--- src/rtl/register_file_mp_pkg.sv ---
// Shared types and defaults for the multi-port register file.
package rf_pkg;

    localparam int RF_XLEN_DEF  = 32;
    localparam int RF_NREGS_DEF = 32;

    typedef enum logic [1:0] {
        RF_IDLE,
        RF_CLEAR,
        RF_DONE
    } rf_clr_state_t;

endpackage

--- src/rtl/register_file_mp_if.sv ---
// Issue/writeback-facing bundle of the register file. The master side is the pipeline
// (decode, issue, writeback). The slave side is the register file itself.
interface register_file_mp_if
    import rf_pkg::*;
#(
    parameter int XLEN   = RF_XLEN_DEF,
    parameter int NREGS  = RF_NREGS_DEF,
    parameter int NREAD  = 2,
    parameter int NWRITE = 2,
    localparam int AW    = $clog2(NREGS)
);

    logic [NWRITE-1:0]      we;
    logic [NWRITE*AW-1:0]   waddr;
    logic [NWRITE*XLEN-1:0] wdata;
    logic [NREAD*AW-1:0]    raddr;
    logic [NREAD*XLEN-1:0]  rdata;
    logic                   issue_valid;
    logic [AW-1:0]          issue_rd;
    logic [NREAD-1:0]       rs_pending;
    logic                   clear_req;
    logic                   clear_busy;
    logic                   clear_done;

    modport master (
        output we, waddr, wdata, raddr, issue_valid, issue_rd, clear_req,
        input  rdata, rs_pending, clear_busy, clear_done
    );

    modport slave (
        input  we, waddr, wdata, raddr, issue_valid, issue_rd, clear_req,
        output rdata, rs_pending, clear_busy, clear_done
    );

endinterface

--- src/rtl/register_file_mp_write_arb.sv ---
// Folds the NWRITE write ports into one enable bit and one data word per register.
// Register 0 is filtered out. When two ports hit the same address, the higher port wins.
module rf_write_arb #(
    parameter int XLEN   = 32,
    parameter int NREGS  = 32,
    parameter int NWRITE = 2,
    localparam int AW    = $clog2(NREGS)
) (
    input  logic                   en,
    input  logic [NWRITE-1:0]      we,
    input  logic [NWRITE*AW-1:0]   waddr,
    input  logic [NWRITE*XLEN-1:0] wdata,
    output logic [NREGS-1:0]       reg_we,
    output logic [XLEN-1:0]        reg_wdata [NREGS]
);

    logic [AW-1:0] addr;

    // NOTE: every output gets a default before the loop, so no path leaves a value held (no latch).
    always_comb begin
        addr   = '0;
        reg_we = '0;
        for (int r = 0; r < NREGS; r++) begin
            reg_wdata[r] = '0;
        end
        // Ascending port order lets the last (highest) matching port overwrite earlier ones.
        for (int k = 0; k < NWRITE; k++) begin
            addr = waddr[k*AW +: AW];
            if (en && we[k] && (addr != '0)) begin
                reg_we[addr]    = 1'b1;
                reg_wdata[addr] = wdata[k*XLEN +: XLEN];
            end
        end
    end

endmodule

--- src/rtl/register_file_mp.sv ---
// Multi-port integer register file. It has a hardwired-zero r0, a per-register pending
// scoreboard and a sequential clear engine. Optional macro RF_BYPASS_EN forwards same-cycle writes to the read ports.
module register_file_mp
    import rf_pkg::*;
#(
    parameter int XLEN   = RF_XLEN_DEF,
    parameter int NREGS  = RF_NREGS_DEF,
    parameter int NREAD  = 2,
    parameter int NWRITE = 2,
    localparam int AW    = $clog2(NREGS)
) (
    input  logic               clk,
    input  logic               reset,
    register_file_mp_if.slave  bus
);

    rf_clr_state_t  state;
    logic [AW-1:0]  clr_idx;
    logic           busy_q;
    logic           done_q;

    logic [XLEN-1:0]  regs [NREGS];
    logic [NREGS-1:0] pend;

    logic [NREGS-1:0] reg_we;
    logic [XLEN-1:0]  reg_wdata [NREGS];

    logic clearing;
    logic issue_ok;

    assign clearing = (state == RF_CLEAR);
    assign issue_ok = bus.issue_valid && !clearing && (bus.issue_rd != '0);

    rf_write_arb #(
        .XLEN   (XLEN),
        .NREGS  (NREGS),
        .NWRITE (NWRITE)
    ) u_write_arb (
        .en        (state == RF_IDLE),
        .we        (bus.we),
        .waddr     (bus.waddr),
        .wdata     (bus.wdata),
        .reg_we    (reg_we),
        .reg_wdata (reg_wdata)
    );

    // NOTE: sequential state uses non-blocking assignments only, so every flop samples pre-edge values.
    always_ff @(posedge clk or negedge reset) begin
        if (!reset) begin
            state   <= RF_IDLE;
            clr_idx <= '0;
            busy_q  <= 1'b0;
            done_q  <= 1'b0;
        end else begin
            case (state)
                RF_IDLE: begin
                    done_q <= 1'b0;
                    if (bus.clear_req) begin
                        state   <= RF_CLEAR;
                        clr_idx <= '0;
                        busy_q  <= 1'b1;
                    end
                end
                RF_CLEAR: begin
                    if (clr_idx == AW'(NREGS - 1)) begin
                        state  <= RF_DONE;
                        busy_q <= 1'b0;
                        done_q <= 1'b1;
                    end else begin
                        clr_idx <= clr_idx + 1'b1;
                    end
                end
                RF_DONE: begin
                    state  <= RF_IDLE;
                    done_q <= 1'b0;
                end
                default: begin
                    state  <= RF_IDLE;
                    busy_q <= 1'b0;
                    done_q <= 1'b0;
                end
            endcase
        end
    end

    // NOTE: the array is built from flops with an async reset, because the pipeline relies on all-zero state after reset.
    always_ff @(posedge clk or negedge reset) begin
        if (!reset) begin
            for (int r = 0; r < NREGS; r++) begin
                regs[r] <= '0;
            end
        end else begin
            for (int r = 1; r < NREGS; r++) begin
                if (clearing && (clr_idx == AW'(r))) begin
                    regs[r] <= '0;
                end else if (reg_we[r]) begin
                    regs[r] <= reg_wdata[r];
                end
            end
        end
    end

    // A same-cycle issue beats a write clear: the newly issued producer is still outstanding.
    always_ff @(posedge clk or negedge reset) begin
        if (!reset) begin
            pend <= '0;
        end else begin
            for (int r = 1; r < NREGS; r++) begin
                if (clearing && (clr_idx == AW'(r))) begin
                    pend[r] <= 1'b0;
                end else if (issue_ok && (bus.issue_rd == AW'(r))) begin
                    pend[r] <= 1'b1;
                end else if (reg_we[r]) begin
                    pend[r] <= 1'b0;
                end
            end
        end
    end

    logic [AW-1:0] ra;

    always_comb begin
        ra             = '0;
        bus.rdata      = '0;
        bus.rs_pending = '0;
        for (int i = 0; i < NREAD; i++) begin
            ra = bus.raddr[i*AW +: AW];
            bus.rdata[i*XLEN +: XLEN] = regs[ra];
            bus.rs_pending[i]         = pend[ra];
`ifdef RF_BYPASS_EN
            if (!busy_q && reg_we[ra]) begin
                bus.rdata[i*XLEN +: XLEN] = reg_wdata[ra];
                bus.rs_pending[i]         = issue_ok && (bus.issue_rd == ra);
            end
`endif
        end
    end

    assign bus.clear_busy = busy_q;
    assign bus.clear_done = done_q;

endmodule

--- src/flat_wrapper.sv ---
// flat-port wrapper written by rule: the top's interface ports become plain ports
module register_file_mp_flat import rf_pkg::*;
#(
    parameter int XLEN   = RF_XLEN_DEF,
    parameter int NREGS  = RF_NREGS_DEF,
    parameter int NREAD  = 2,
    parameter int NWRITE = 2,
    localparam int AW    = $clog2(NREGS)
)
  (clk, reset, bus_we, bus_waddr, bus_wdata, bus_raddr, bus_issue_valid, bus_issue_rd, bus_clear_req, bus_rdata, bus_rs_pending, bus_clear_busy, bus_clear_done);
  register_file_mp_if #(.XLEN(XLEN), .NREGS(NREGS), .NREAD(NREAD), .NWRITE(NWRITE)) bus_i ();
  input  logic clk;
  input  logic reset;
  input wire logic [$bits(bus_i.we)-1:0] bus_we;
  input wire logic [$bits(bus_i.waddr)-1:0] bus_waddr;
  input wire logic [$bits(bus_i.wdata)-1:0] bus_wdata;
  input wire logic [$bits(bus_i.raddr)-1:0] bus_raddr;
  input wire logic [$bits(bus_i.issue_valid)-1:0] bus_issue_valid;
  input wire logic [$bits(bus_i.issue_rd)-1:0] bus_issue_rd;
  input wire logic [$bits(bus_i.clear_req)-1:0] bus_clear_req;
  output wire logic [$bits(bus_i.rdata)-1:0] bus_rdata;
  output wire logic [$bits(bus_i.rs_pending)-1:0] bus_rs_pending;
  output wire logic [$bits(bus_i.clear_busy)-1:0] bus_clear_busy;
  output wire logic [$bits(bus_i.clear_done)-1:0] bus_clear_done;
  assign bus_i.we = bus_we;
  assign bus_i.waddr = bus_waddr;
  assign bus_i.wdata = bus_wdata;
  assign bus_i.raddr = bus_raddr;
  assign bus_i.issue_valid = bus_issue_valid;
  assign bus_i.issue_rd = bus_issue_rd;
  assign bus_i.clear_req = bus_clear_req;
  assign bus_rdata = bus_i.rdata;
  assign bus_rs_pending = bus_i.rs_pending;
  assign bus_clear_busy = bus_i.clear_busy;
  assign bus_clear_done = bus_i.clear_done;
  register_file_mp #(.XLEN(XLEN), .NREGS(NREGS), .NREAD(NREAD), .NWRITE(NWRITE)) u_core (.clk(clk), .reset(reset), .bus(bus_i));
endmodule
--- config.mk ---
export PLATFORM = sky130hd
export DESIGN_NAME = register_file_mp_flat
export DESIGN_NICKNAME = d
export VERILOG_FILES = /design/src/rtl/register_file_mp_pkg.sv /design/src/rtl/register_file_mp_if.sv /design/src/rtl/register_file_mp_write_arb.sv /design/src/rtl/register_file_mp.sv /design/src/flat_wrapper.sv
export SDC_FILE = /design/constraint.sdc
export NUM_CORES = 2
export LEC_CHECK = 0
export CORE_MARGIN = 2
export CORE_UTILIZATION = 43
export CTS_CLUSTER_SIZE = 24
export DETAILED_ROUTE_END_ITERATION = 10
export DONT_BUFFER_PORTS = 1
export PLACE_DENSITY = 0.61
export SLEW_MARGIN = 20
export SYNTH_ARGS = -nofsm -noshare
export SYNTH_HDL_FRONTEND = slang
export SYNTH_SLANG_ARGS = --single-unit
--- constraint.sdc ---
create_clock -name clk -period 2.8 [get_ports clk]
set_input_delay 0.14 -clock clk [delete_from_list [all_inputs] [get_ports clk]]
set_output_delay 0.14 -clock clk [all_outputs]
set_load 0.02 [all_outputs]
[Word level (Yosys, flattened, before mapping)]
Index checks and enable logic that the tools add are counted.
Word-level totals
  input bits: 95
  logic and storage cells: 485
  output and inout port bits: 68
  register bits after elaboration: 1032
Cells by class
  $add $sub $neg: 1
  reductions and logical operators: 143
  equal/unequal tests: 67
  $lt $le $gt $ge: 12
  mux-type cells: 189
  bitwise gates (word level): 7
Operator list (count)
  two-way mux 32 bit: 70
  bitwise AND 1024 bit: 1
  bitwise mux 1024 bit: 1
  two-way mux 1024 bit: 1
  two-way mux 992 bit: 1
  binary-select mux 32 bit (select 5 bit): 2
  demux 32 bit (select 5 bit): 2
  equality test 5 bit, second input constant: 32
  two-way mux 1 bit: 101
  nonzero test 3 bit: 31
  equality test 5 x 4 -> 1 bit, second input constant: 16
  logical AND 1 bit: 72
  nonzero test 2 bit: 32
  equality test 5 x 3 -> 1 bit, second input constant: 8
  bitwise OR 32 bit: 1
  >= comparator 6 bit, second input constant: 4
  < comparator 5 x 6 -> 1 bit, second input constant: 4
  NOT 5 -> 6 bit: 4
  equality test 5 x 2 -> 1 bit, second input constant: 4
  nonzero test 5 bit: 3
  < comparator 6 x 1 -> 1 bit, second input constant: 2
  binary-select mux 1 bit (select 5 bit): 2
  demux 1 bit (select 5 bit): 2
  equality test 5 x 1 -> 1 bit, second input constant: 2
  15 further kinds: 21

[Logic depth before layout (Yosys ltp)]
  depth in word-level cells: 11
  depth in mapped cells: 9
  gate-level depth less buffers: 7

[By module]
Synthesis repeated with hierarchy kept, for this count alone.
Second synthesis, totals
  cells, all modules: 6741
  area total of the unflattened synthesis: 71661.2 µm²
By module, submodules not included
  register_file_mp: times used 1, area an instance 58203.3 µm², cells an instance 4854, sequential area each 25824.8 µm²
  rf_write_arb: times used 1, area an instance 13457.9 µm², cells an instance 1887, sequential area each 0.0 µm²

[Worst setup path before layout]
No wires, ideal clock.
  path kind: flip-flop to flip-flop
  start: register u_core.state[1]
  end: register u_core.regs[118] (netlist name)
  path slack: 0.529 ns
  arrival: 2.145 ns
  stages on the path, launching flop included: 8
  data required time: 2.674 ns
  library setup time: 0.126 ns
  path buffers: 4
  clock period less this slack: 2.271 ns
  cell sequence: dfrtp_1 > or3b_1 > buf_4 > buf_6 > or4_1 > buf_2 > buf_6 > a311o_1
Between the ends
  word-level cells in the longest chain between the ends: 8
  elaborated cells between the ends (all ways): 16
  those cells by class: 1 x eq/ne; 7 x mux; 1 x bitwise; 7 x reduce/logical
RTL lines
  start: declaration: line register_file_mp.sv:17  | rf_clr_state_t state;
  start signal: assignment: line register_file_mp.sv:50  | state <= RF_IDLE;
  start signal: assignment: line register_file_mp.sv:59  | state <= RF_CLEAR;
  start signal: assignment: line register_file_mp.sv:66  | state <= RF_DONE;
  logical NOT 2 bit: line register_file_mp.sv:39  | .en (state == RF_IDLE),
  logical AND 1 bit (2 in series): line register_file_mp_write_arb.sv:29  | if (en && we[k] && (addr != '0)) begin
  two-way mux 1024 bit: line register_file_mp_write_arb.sv:29
  bitwise mux 1024 bit: line register_file_mp_write_arb.sv:31  | reg_wdata[addr] = wdata[k*XLEN +: XLEN];
  two-way mux 992 bit: line register_file_mp_write_arb.sv:29
  two-way mux 32 bit: line register_file_mp.sv:96  | end else if (reg_we[r]) begin
  two-way mux 32 bit: line register_file_mp.sv:94  | if (clearing && (clr_idx == AW'(r))) begin
  end signal: indexed assignment: line register_file_mp.sv:97  | regs[r] <= reg_wdata[r];
  end: declaration: line register_file_mp.sv:22  | logic [XLEN-1:0] regs [NREGS];
Parallel ways exist; a longest one is shown, timed or not. The select of a mux whose other input is x is not followed.
A chain may end at the register's enable or synchronous reset.

[Final worst setup path]
  start: register u_core.regs[964] (netlist name)
  end: output bus_rdata[36]
Between the ends
  word-level cells in the longest chain between the ends: 3
RTL lines
  binary-select mux 32 bit (select 5 bit): line register_file_mp.sv:128  | bus.rdata[i*XLEN +: XLEN] = regs[ra];
  two-way mux 32 bit (implied by the code) (2 in series): line register_file_mp.sv:128
  end: declaration: line flat_wrapper.sv:21  | output wire logic [$bits(bus_i.rdata)-1:0] bus_rdata;
Every way passes these cells. The select of a mux whose other input is x is not followed.

==> results_dict.tcl <==
set metrics [dict create \
    cap_violations 0 \
    setup_ws_ps -47.3 \
    wl_per_cell_um 37.0 \
    core_area_um2 147000 \
    synthesis.area_um2 63600 \
    timing.fmax_mhz 351 \
    yosysUniqueCellTypes 70 \
    synthArstFlopShare 1.00 \
    holdCritStartpoint "bus_waddr[0]" \
    grt_first_pass_wirelength_um 421000 \
    ant_nets 0 \
    cts_buffers 113 \
    hold_end "u_core.regs[614]" \
    finalHoldWorstSlack_ps 44.4 \
    maxSlewViolCount 0 \
    clock-sinks 1032 \
    netSwitchingFraction 0.326 \
    period_share 1.02 \
    crit_type "reg -> out" \
    fp.dieH_um 389 \
    drtPass1Iterations 6 \
    antenna_found_initial 32 \
    setup_viol 13 \
    chipWidth_um 389 \
    min_path_type "in -> reg" \
    drc 0 \
    vias 60400 \
    syn_avg_cell_area_um2 10.6 \
    synth_seq_area_share 0.406 \
    hpwl_um 187000 \
    cts_root_buffer "clkbuf_16" \
    synth_edf_count 0 \
    yosys_warnings 33 \
    clk_pin_slew_ps 70 \
    violations "negative setup slack" \
    pwr-share-comb 0.283 \
    worstMarginPinSlew_ps 1200 \
    path_cells "mux2_2 > a22o_1 > a211oi_1 > o31ai_1 > buf_4" \
    place_ws_ps 225 \
    final.setup.tns_ps -311 \
    r2r-start "u_core.state[0]" \
    insertion_delay_ps 760 \
    clockBufferDepth 3 \
    drtIter0Drc 10300 \
    synth_top_area_share 0.406 \
    grt_use_total 0.378 \
    cts.htree.levels 3 \
    fin_crit_ps 2850 \
    overflow 0 \
    place.gp.congestion 0.966 \
    row_count 141 \
    cpPeakStageDelay_ps 630 \
    finalClockSkew_ps 19.9 \
    fin_cells 7934 \
    io_pins 163 \
    power_switching_w 0.0172 \
    drt-total-wl_um 294000 \
    synth_area_leaders "dfrtp_1 (41%), mux4_2 (14%), a221o_1 (10%)" \
    synth_nets 6080 \
    grt_pass1_vias 57000 \
    cts_tree "built" \
    ys_top_cells_by_count "dfrtp_1 (1,032), a221o_1 (647), clkbuf_1 (592), nor2_1 (582), mux4_2 (396)" \
    dieArea_um2 151000 \
    arrival_ps 2710 \
    hold_viol 0 \
    crit_path_start_kind "flip-flop" \
    seqPwrFrac 0.422 \
    initial_core_util 0.432 \
    port-buffer-count 0 \
    fillerInstances 12900 \
    reg2reg_depth 7 \
    slowest_stage "a211oi_1" \
    layout-drive-gt1-share 0.219 \
    p_int_w 0.0356 \
    fin_nets 5998 \
    power.density_nw_per_um2 717 \
    via_per_inst 7.62 \
    p_leak_nw 30.6 \
    synth_top_area_cell "dfrtp_1" \
    relSlewSlack 0.196 \
    status "complete, but fails checks" \
    ys_ff_latch 1032 \
    r2r-end "u_core.regs[328]" \
    holdPathStages 4 \
    grt_max_degree 299 \
    cp-end-kind "primary output" \
    critPathMaxFanout 3 \
    syn_to_final_growth_pct 15.8 \
    placed_cells 7557 \
    irDropWorstVdd_uv 564 \
    yosysMostFrequentCell "dfrtp_1" \
    clkPwrFrac 0.295 \
    rsz0062_at_grt "no" \
    synth_flop_cell "dfrtp_1" \
    syn_inst 5979 \
    timing.reg2reg.setup_slack_ps 40 \
    cp_data_required_time_ps 2660 \
]
## per-layer routing
layer | track usage | routed length [um]
met2 | 0.530 | 123000
met4 | 0.168 | 15200
met1 | 0.502 | 107000
met5 | 0.00415 | 326
met3 | 0.165 | 48800
## state kept, by name, indices dropped and copies added, names as in the netlist
name and cells:
u_core.regs 992, u_core.pend 31, u_core.clr_idx 5, u_core.state 2, u_core.bus.clear_busy 1, u_core.bus.clear_done 1
## kinds of logic after synthesis
| family | Yosys count | synth area share |
|---|---|---|
| adder cells (fa/ha/maj) | 6 | 0.00118 |
| buffers and inverters | 865 | 0.0556 |
| multiplexers | 667 | 0.184 |
| AO/OA/AOI/OAI | 1700 | 0.223 |
| flip-flops | 1032 | 0.406 |
| AND/OR/NAND/NOR | 1709 | 0.130 |
## metrics by stage
step | power, W | area (um^2) | utilization
global placement | 0.0354 | 67800 | 0.460
CTS | 0.0521 | 73300 | 0.498
detailed placement | 0.0359 | 67800 | 0.460
finish | 0.0528 | 73700 | 0.500
floorplan | 0.0313 | 63600 | -
global route | 0.0545 | 73700 | 0.500
## cell usage in the layout, fill, tap and decap left out, types with 144 or more instances in the layout
cell,count
dfrtp_1,1032
a221o_1,647
nor2_1,576
buf_4,404
mux4_2,396
nor3_1,286
nand2_1,246
nand3_1,218
a22o_1,205
mux2i_1,204
and2_1,155
a31oi_1,144
## area by class of cell
| cell class | instances | area (um^2) | share of cell area |
|---|---|---|---|
| Sequential cell | 1032 | 25800 | 0.351 |
| Inverter | 41 | 154 | 0.00209 |
| Clock buffer | 177 | 3410 | 0.0463 |
| Antenna cell | 20 | 50.0 | 0.000679 |
| Multi-Input combinational cell | 4082 | 35100 | 0.477 |
| Tap cell | 1930 | 2410 | 0.0328 |
| Timing Repair Buffer | 627 | 6410 | 0.0870 |
| Clock inverter | 25 | 298 | 0.00404 |
## power groups by stage
stage / registers (W) / clock network, W / logic [W]
finish: 0.0223 / 0.0156 / 0.0149
floorplan: 0.0210 / 0 / 0.0103
global route: 0.0226 / 0.0162 / 0.0157
CTS: 0.0220 / 0.0156 / 0.0145
detailed placement: 0.0222 / 0 / 0.0137
global placement: 0.0220 / 0 / 0.0134
## what timing repair did
item,CTS,global route
buffers inserted,0,8
gates resized for setup,65,48
setup endpoints to repair,48,46
hold buffers,144,1
pin swaps,0,4
endpoints found under the hold margin,1972,3
cloned,0,2
## worst max-delay path by stage
stage,cells past startpoint,slack [ps],end,startpoint
after floorplan,7,530,u_core.regs[118],u_core.state[1]
after global placement,7,220,u_core.regs[245],u_core.state[1]
after detailed placement,7,230,u_core.regs[245],u_core.state[1]
after CTS,5,0.6,bus_rdata[20],u_core.regs[20]
after global routing,5,0.09,bus_rdata[58],u_core.regs[58]
final,5,-50,bus_rdata[36],u_core.regs[964]
## worst max-delay path: cells and delay by family, from the launching register on
family,cells,cell delay (ps)
multiplexers,1,270
buffers and inverters,1,220
flip-flops,1,400
AO/OA/AOI/OAI,3,1080
Note: power is estimated with default switching activity, not from simulation.
